$ cat config.mk
export PLATFORM = sky130hd
export DESIGN_NAME = mem_access_unit
export DESIGN_NICKNAME = d
export VERILOG_FILES = /design/src/rtl/mem_access_unit.sv
export SDC_FILE = /design/constraint.sdc
export NUM_CORES = 1
export LEC_CHECK = 0
export BUFFER_PORTS_ARGS = -buffer_cell sky130_fd_sc_hd__buf_2
export CORE_MARGIN = 10
export CORE_UTILIZATION = 48
export CTS_CLUSTER_DIAMETER = 200
export DETAILED_ROUTE_END_ITERATION = 6
export PLACE_DENSITY = 0.85
export SLEW_MARGIN = 25
export SYNTH_ARGS = -nofsm -noshare
export SYNTH_HDL_FRONTEND = slang
export SYNTH_SLANG_ARGS = --single-unit
$ cat constraint.sdc
create_clock -name clk -period 4.1 [get_ports clk]
set_clock_uncertainty 0.05 [all_clocks]
set_input_delay 0.615 -clock clk [delete_from_list [all_inputs] [get_ports clk]]
set_output_delay 0.615 -clock clk [all_outputs]
set_load 0.005 [all_outputs]
$ cat src/rtl/mem_access_unit.sv
// -----------------------------------------------------------------------------
// mem_access_unit
//
// Memory stage of the pipelined core. Sits directly after the EX/MEM register,
// runs loads and stores over a req/ack data-memory handshake, holds the EX/MEM
// register (stallM) while an access is outstanding, and registers the W-stage
// bundle for writeback.
//
// Ports
//   clk, reset            rising-edge clock, synchronous active-high reset
//   validM .. WriteDataM  M-stage bundle from the EX/MEM register
//   stallM                combinational hold request to the EX/MEM register
//   mem_req/we/addr/wdata registered request to data memory (word address)
//   mem_ack, mem_rdata    completion strobe and load data from data memory
//   validW .. ReadDataW   registered W-stage bundle
//   timeout_err           sticky access-timeout flag
//
// Build option
//   MEM_TIMEOUT_EN  when defined, an access that waits TIMEOUT_CYCLES BUSY
//                   cycles without mem_ack is aborted and timeout_err is set.
//                   When undefined, BUSY waits for mem_ack indefinitely and
//                   timeout_err is tied low.
// -----------------------------------------------------------------------------
module mem_access_unit #(
   parameter int WIDTH          = 32,
   parameter int TIMEOUT_CYCLES = 255
) (
   input  logic             clk,
   input  logic             reset,
   // M-stage bundle
   input  logic             validM,
   input  logic             PCSrcM,
   input  logic             RegWriteM,
   input  logic             MemWriteM,
   input  logic             MemtoRegM,
   input  logic [3:0]       WA3M,
   input  logic [WIDTH-1:0] ALUResultM,
   input  logic [WIDTH-1:0] WriteDataM,
   output logic             stallM,
   // data-memory handshake
   output logic             mem_req,
   output logic             mem_we,
   output logic [WIDTH-1:0] mem_addr,
   output logic [WIDTH-1:0] mem_wdata,
   input  logic             mem_ack,
   input  logic [WIDTH-1:0] mem_rdata,
   // W-stage bundle
   output logic             validW,
   output logic             PCSrcW,
   output logic             RegWriteW,
   output logic             MemtoRegW,
   output logic [3:0]       WA3W,
   output logic [WIDTH-1:0] ALUOutW,
   output logic [WIDTH-1:0] ReadDataW,
   output logic             timeout_err
);

   typedef enum logic [0:0] {
      IDLE = 1'b0,
      BUSY = 1'b1
   } state_t;

   state_t           state_reg,     state_next;
   logic             mem_req_reg,   mem_req_next;
   logic             mem_we_reg,    mem_we_next;
   logic [WIDTH-1:0] mem_addr_reg,  mem_addr_next;
   logic [WIDTH-1:0] mem_wdata_reg, mem_wdata_next;

   logic             validW_reg,    validW_next;
   logic             PCSrcW_reg,    PCSrcW_next;
   logic             RegWriteW_reg, RegWriteW_next;
   logic             MemtoRegW_reg, MemtoRegW_next;
   logic [3:0]       WA3W_reg,      WA3W_next;
   logic [WIDTH-1:0] ALUOutW_reg,   ALUOutW_next;
   logic [WIDTH-1:0] ReadDataW_reg, ReadDataW_next;

   logic             memop;
   logic             abort;
   logic [WIDTH-1:0] aligned_addr;

   assign memop = validM & (MemWriteM | MemtoRegM);

   // Word-align the address: the two byte-offset bits are dropped, no
   // misalignment check is made.
   generate
      for (genvar gi = 0; gi < WIDTH; gi++) begin : g_align
         if (gi < 2) begin : g_low
            assign aligned_addr[gi] = 1'b0;
         end else begin : g_high
            assign aligned_addr[gi] = ALUResultM[gi];
         end
      end
   endgenerate

`ifdef MEM_TIMEOUT_EN
   // Counter is at least 8 bits wide, wider if TIMEOUT_CYCLES needs it.
   localparam int CNT_BITS = ($clog2(TIMEOUT_CYCLES + 1) > 8) ?
                             $clog2(TIMEOUT_CYCLES + 1) : 8;

   logic [CNT_BITS-1:0] tmo_cnt_reg, tmo_cnt_next;
   logic                timeout_err_reg, timeout_err_next;

   // The counter holds the number of ack-less BUSY cycles already completed,
   // so the BUSY cycle in which it equals TIMEOUT_CYCLES-1 is the last one
   // allowed; that cycle becomes the abort cycle.
   assign abort = (state_reg == BUSY) && !mem_ack &&
                  (tmo_cnt_reg == CNT_BITS'(TIMEOUT_CYCLES - 1));

   always_comb begin
      tmo_cnt_next     = tmo_cnt_reg;
      timeout_err_next = timeout_err_reg | abort;
      if (state_reg == IDLE) begin
         // Held at zero in IDLE, so every BUSY entry starts from a clear count.
         tmo_cnt_next = '0;
      end else if (!mem_ack) begin
         tmo_cnt_next = tmo_cnt_reg + CNT_BITS'(1);
      end
   end

   always_ff @(posedge clk) begin
      if (reset) begin
         tmo_cnt_reg     <= '0;
         timeout_err_reg <= 1'b0;
      end else begin
         tmo_cnt_reg     <= tmo_cnt_next;
         timeout_err_reg <= timeout_err_next;
      end
   end

   assign timeout_err = timeout_err_reg;
`else
   // No watchdog: BUSY waits for mem_ack for as long as it takes.
   // TIMEOUT_CYCLES is still referenced so both builds share one interface.
   assign abort       = 1'b0 && (TIMEOUT_CYCLES != 0);
   assign timeout_err = 1'b0;
`endif

   // Next-state, request and W-stage logic.
   always_comb begin
      state_next     = state_reg;
      mem_req_next   = mem_req_reg;
      mem_we_next    = mem_we_reg;
      mem_addr_next  = mem_addr_reg;
      mem_wdata_next = mem_wdata_reg;
      stallM         = 1'b0;

      // Default W content is a bubble: slot invalid, no side effects.
      validW_next    = 1'b0;
      PCSrcW_next    = 1'b0;
      RegWriteW_next = 1'b0;
      MemtoRegW_next = MemtoRegM;
      WA3W_next      = WA3M;
      ALUOutW_next   = ALUResultM;
      ReadDataW_next = '0;

      unique case (state_reg)
         IDLE: begin
            if (memop) begin
               // Request cycle: latch the access and hold upstream.
               mem_req_next   = 1'b1;
               mem_we_next    = MemWriteM;
               mem_addr_next  = aligned_addr;
               mem_wdata_next = WriteDataM;
               state_next     = BUSY;
               stallM         = 1'b1;
            end else begin
               validW_next    = validM;
               PCSrcW_next    = PCSrcM;
               RegWriteW_next = RegWriteM;
            end
         end

         BUSY: begin
            if (mem_ack) begin
               // Completion: retire the instruction; only loads carry data,
               // decided from the latched direction.
               validW_next    = 1'b1;
               PCSrcW_next    = PCSrcM;
               RegWriteW_next = RegWriteM;
               ReadDataW_next = mem_we_reg ? '0 : mem_rdata;
               mem_req_next   = 1'b0;
               state_next     = IDLE;
            end else if (abort) begin
               // Timed out: retire without writeback so the pipeline moves on.
               validW_next    = 1'b1;
               PCSrcW_next    = PCSrcM;
               RegWriteW_next = 1'b0;
               mem_req_next   = 1'b0;
               state_next     = IDLE;
            end else begin
               stallM = memop;
            end
         end

         default: begin
            state_next   = IDLE;
            mem_req_next = 1'b0;
         end
      endcase
   end

   always_ff @(posedge clk) begin
      if (reset) begin
         state_reg     <= IDLE;
         mem_req_reg   <= 1'b0;
         mem_we_reg    <= 1'b0;
         mem_addr_reg  <= '0;
         mem_wdata_reg <= '0;
         validW_reg    <= 1'b0;
         PCSrcW_reg    <= 1'b0;
         RegWriteW_reg <= 1'b0;
         MemtoRegW_reg <= 1'b0;
         WA3W_reg      <= '0;
         ALUOutW_reg   <= '0;
         ReadDataW_reg <= '0;
      end else begin
         state_reg     <= state_next;
         mem_req_reg   <= mem_req_next;
         mem_we_reg    <= mem_we_next;
         mem_addr_reg  <= mem_addr_next;
         mem_wdata_reg <= mem_wdata_next;
         validW_reg    <= validW_next;
         PCSrcW_reg    <= PCSrcW_next;
         RegWriteW_reg <= RegWriteW_next;
         MemtoRegW_reg <= MemtoRegW_next;
         WA3W_reg      <= WA3W_next;
         ALUOutW_reg   <= ALUOutW_next;
         ReadDataW_reg <= ReadDataW_next;
      end
   end

   assign mem_req   = mem_req_reg;
   assign mem_we    = mem_we_reg;
   assign mem_addr  = mem_addr_reg;
   assign mem_wdata = mem_wdata_reg;
   assign validW    = validW_reg;
   assign PCSrcW    = PCSrcW_reg;
   assign RegWriteW = RegWriteW_reg;
   assign MemtoRegW = MemtoRegW_reg;
   assign WA3W      = WA3W_reg;
   assign ALUOutW   = ALUOutW_reg;
   assign ReadDataW = ReadDataW_reg;

endmodule

# Word-level counts from Yosys, hierarchy flattened
# Cells that the tools add are included.
# Widths: inputs -> output; s select.
[op_classes]
reduce_logical = 3
n_mux = 17
bitwise_logic = 4
eq_ne = 2
[ops]
columns = ["operator", "n"]
rows = [
  ["$pmux 1 s2", 6],
  ["$mux 1", 11],
  ["$ne 2x2->1 const B", 2],
  ["$reduce_and 2->1", 2],
  ["$reduce_or 4->1", 1],
  ["$not 1->1", 2],
  ["$and 1x1->1", 1],
  ["$or 1x1->1", 1],
]
[totals]
wordCells = 38
register_bits = 137
output_inout_bits = 140
input_bits = 108

# Depth between registers and ports, before layout
[depth]
word_depth = 4
ltp_mapped = 5

# Worst setup path before layout
# No wires, ideal clock.
[synth_timing]
kind = "input to output"
from = "in MemWriteM"
to = "out stallM"
t_arrival_ns = 1.325
path_stages = 4
slack_ns = 2.110
path_buffers = 2
path_cell_list = "nor2_1 -> buf_2 -> clkbuf_1 -> and3b_1"
[synth_via]
elab_chain_cells = 4
elab_cells_between_ends = 5
[synth_lines]
columns = ["element", "line", "source"]
rows = [
  ["from (decl)", "34", "input logic MemWriteM,"],
  ["$or 1x1->1 (*)", "81", "assign memop = validM & (MemWriteM | MemtoRegM);"],
  ["$and 1x1->1 (*)", "81", ""],
  ["$mux 1 (on tied branches)", "174, 158", ""],
  ["$pmux 1 s2 (*)", "156", "unique case (state_reg)"],
  ["to (decl)", "39", "output logic stallM,"],
]
# Mark *: on every way between the ends. The rest lies on a longest branch, timed or not.

# Final worst setup path
# Same ends and word-level chain as after synthesis.

==> impl_results.md <==
- Outcome: completed
- Synth Area in Adders: 0%
- Setup Fix Bufs, Post-CTS: 0
- RSZ-0062 raised after global routing: no
- Initial Utilization: 49.8%
- Syn Inst Count: 415
- Vias in the first global route: 4088
- GRT Util Overall: 18.6%
- Hold_buf cts: 0
- Total number of vias: 3784
- Minimum clock period: 2.27 ns
- Slew of the pin with the lowest slew margin: 0.845 ns
- Slowest CP cell: buf_4
- Critical path class: input port to output pin
- First-pass GRT wire length: 21400 µm
- #FFs+latches synth: 137
- Sequential area share after synthesis: 58.8%
- CTS root buf: clkbuf_8
- Cell repeated most along the worst path: buf_2
- Maximum vdd drop: 0.000249 V
- Ys flop type: dfxtp_1
- CP Data Required Time: 3.43 ns
- Synth top area share: 58.8%
- Post-DR vias/cell: 4.80
- Placement Rows: 35
- Setup TNS: 0 ns
- Core Box Area: 0.00937 mm²
- Simple-gate share of the synthesized area: 20.4%
- Post-CTS sizing: 0
- Most numerous cell in the Yosys netlist: dfxtp_1
- Drt pass-1 iters: 4
- Layout cell share with drive strength beyond 1: 47.1%
- Slew HR: 43.7%
- DRC Markers: 0
- Final number of setup-violating endpoints: 0
- Largest family of logic cells by synthesized area: simple AND/OR/NAND/NOR gates
- Worst path cell trace: buf_2 > nor2_2 > buf_4 > and3b_1 > buf_2
- HP Class: input port to flop
- Area growth syn-to-layout: 40.5%
- Avg Inst Size Synth: 11.2 µm²
- Syn Std Cell Area: 0.00467 mm²
- Mux cell area share after synthesis: 9.33%
- Final std cells w/o fill: 789
- Final setup margin: 1.83 ns
- Leak: 3.25 nW
- Pre-CTS WS: 1.81 ns
- Die width: 119 µm
- Clk buf depth: 2
- Area of the multi-input gates: 0.00177 mm²
- Pwr per Cell Area: 511 mW/mm²
- Flop pwr share: 42.6%
- Final nets: 757
- N_diodes: 0
- Yosys warns: 0
- Worst Setup End Kind: output pin
- Ys async rst share: 0%
- Die footprint: 0.0141 mm²
- Clock sinks: 137
- XOR/XNOR share of the synthesized area: 0%
- Final Max Tran Viols: 0
- Die span in y: 119 µm
- Post-DRT Antenna Nets: 0
- Largest net degree at the start of global routing: 107
- DP Wirelength: 10400 µm
- Type of origin of the critical path: input port
- Reg area: 0.00274 mm²
- Htree depth: 4
- Clock Power Share: 48.7%
- IO Port Bufs: 244
- Clk_lat worst skew: 0.49 ns
- DR iter-0 viols: 232
- Cell-internal power: 2.60 mW
- Synth area leader: dfxtp_1
- Final Hold Fails: 0
- Placed Instances: 759
- Max-Cap Viols: 0
- Total Routed Length: 13800 µm
- CTS tree: done
- Synth area leaders: dfxtp_1 (59%), mux2_4 (8.4%), nor2b_1 (8.3%)
- Fillers: 722
- Final Cycle Share: 55.4%
- DR WL/cell: 17.5 µm
- Crit path DAT: 1.61 ns
- Max stage delay on crit path: 0.40 ns
- Sw power: 742 µW
- Number of synthesized flops with an enable pin: 0
- Gp weighted congestion: 0.773
- Synth cell types: 23
- Leading cell types by count after synthesis: dfxtp_1 (137), nor2b_1 (62), a21oi_1 (35)
- Io pins: 248
- Worst-path clk slew: 0.06 ns
- Antenna violations before repair: 0
- Compound-Gate Fraction of Synth Area: 7.70%
- Gr ovfl total: 0
- Max Freq: 440 MHz
- CTS Buf Count: 17
- Combinational group share of total power: 8.7%
- Crit path max fanout: 66
- Switching share of power: 22.2%
worst max-delay path, delay by kind of cell:
kind	cells	cell delay, ns
buf+inv	3	0.65
simple gates	2	0.34
power by group through the flow:
| stage | logic [mW] | clock network, mW | registers [mW] |
|---|---|---|---|
| after floorplan | 0.144 | 0 | 1.46 |
| after global placement | 0.283 | 0 | 1.45 |
| after detailed placement | 0.294 | 0 | 1.45 |
| after CTS | 0.296 | 1.65 | 1.43 |
| after global routing | 0.322 | 1.71 | 1.43 |
| final | 0.292 | 1.63 | 1.43 |
cell usage in the layout (no fill, tap or decap), drive strengths merged, types with 2 or more instances in the layout:
cell / instances
a21oi: 35
and2: 32
and2b: 6
and4b: 2
buf: 247
bufinv: 5
clkbuf: 17
clkinv: 3
conb: 3
dfxtp: 137
inv: 4
mux2: 30
nand2: 3
nand3b: 33
nor2: 2
nor2b: 62
o21ai: 33
stage by stage:
stage / cell area, µm² / hold slack, ns / power [mW] / util (%)
floorplan: 4670 / 0.403 / 1.60 / -
global placement: 5910 / 0.391 / 1.74 / 63.1
detailed placement: 5920 / 0.408 / 1.75 / 63.2
CTS: 6550 / 0.235 / 3.38 / 69.9
global route: 6560 / 0.237 / 3.47 / 69.9
finish: 6560 / 0.261 / 3.35 / 69.9
layer usage:
layer / track usage, % / routed length (µm)
met3: 9.00 / 1310
met2: 33.0 / 7190
met5: 0 / 0
met1: 19.2 / 5220
met4: 4.81 / 124
logic make-up (layout without fill, tap and decap cells):
logic type / Yosys count / after routing
AO/OA/AOI/OAI: 69 / 69
buffers and inverters: 34 / 277
flip-flops: 137 / 137
multiplexers: 30 / 30
other: 1 / 3
AND/OR/NAND/NOR: 144 / 144
path summary, 6_finish.rpt:
path | slack (ns) | to | cells after the start | startpoint
worst max-delay path | 1.83 | stallM | 5 | MemWriteM
worst min-delay path | 0.26 | ReadDataW[18]$_SDFF_PP0_ | 2 | mem_rdata[18]
worst max register to register | 2.19 | mem_addr[2]$_SDFFE_PP0P_ | 5 | state_reg$_SDFF_PP0_
worst min register to register | 0.41 | mem_req$_SDFFE_PP0P_ | 2 | mem_req$_SDFFE_PP0P_
cell type report:
cell class                      count  share of cell area [%]
Multi-Input combinational cell    246                    27.0
Timing Repair Buffer              247                    19.1
Clock buffer                       17                    6.32
Sequential cell                   137                    41.8
Clock inverter                     13                    3.32
Tap cell                          129                    2.46
(Power assumes the default switching activity.)
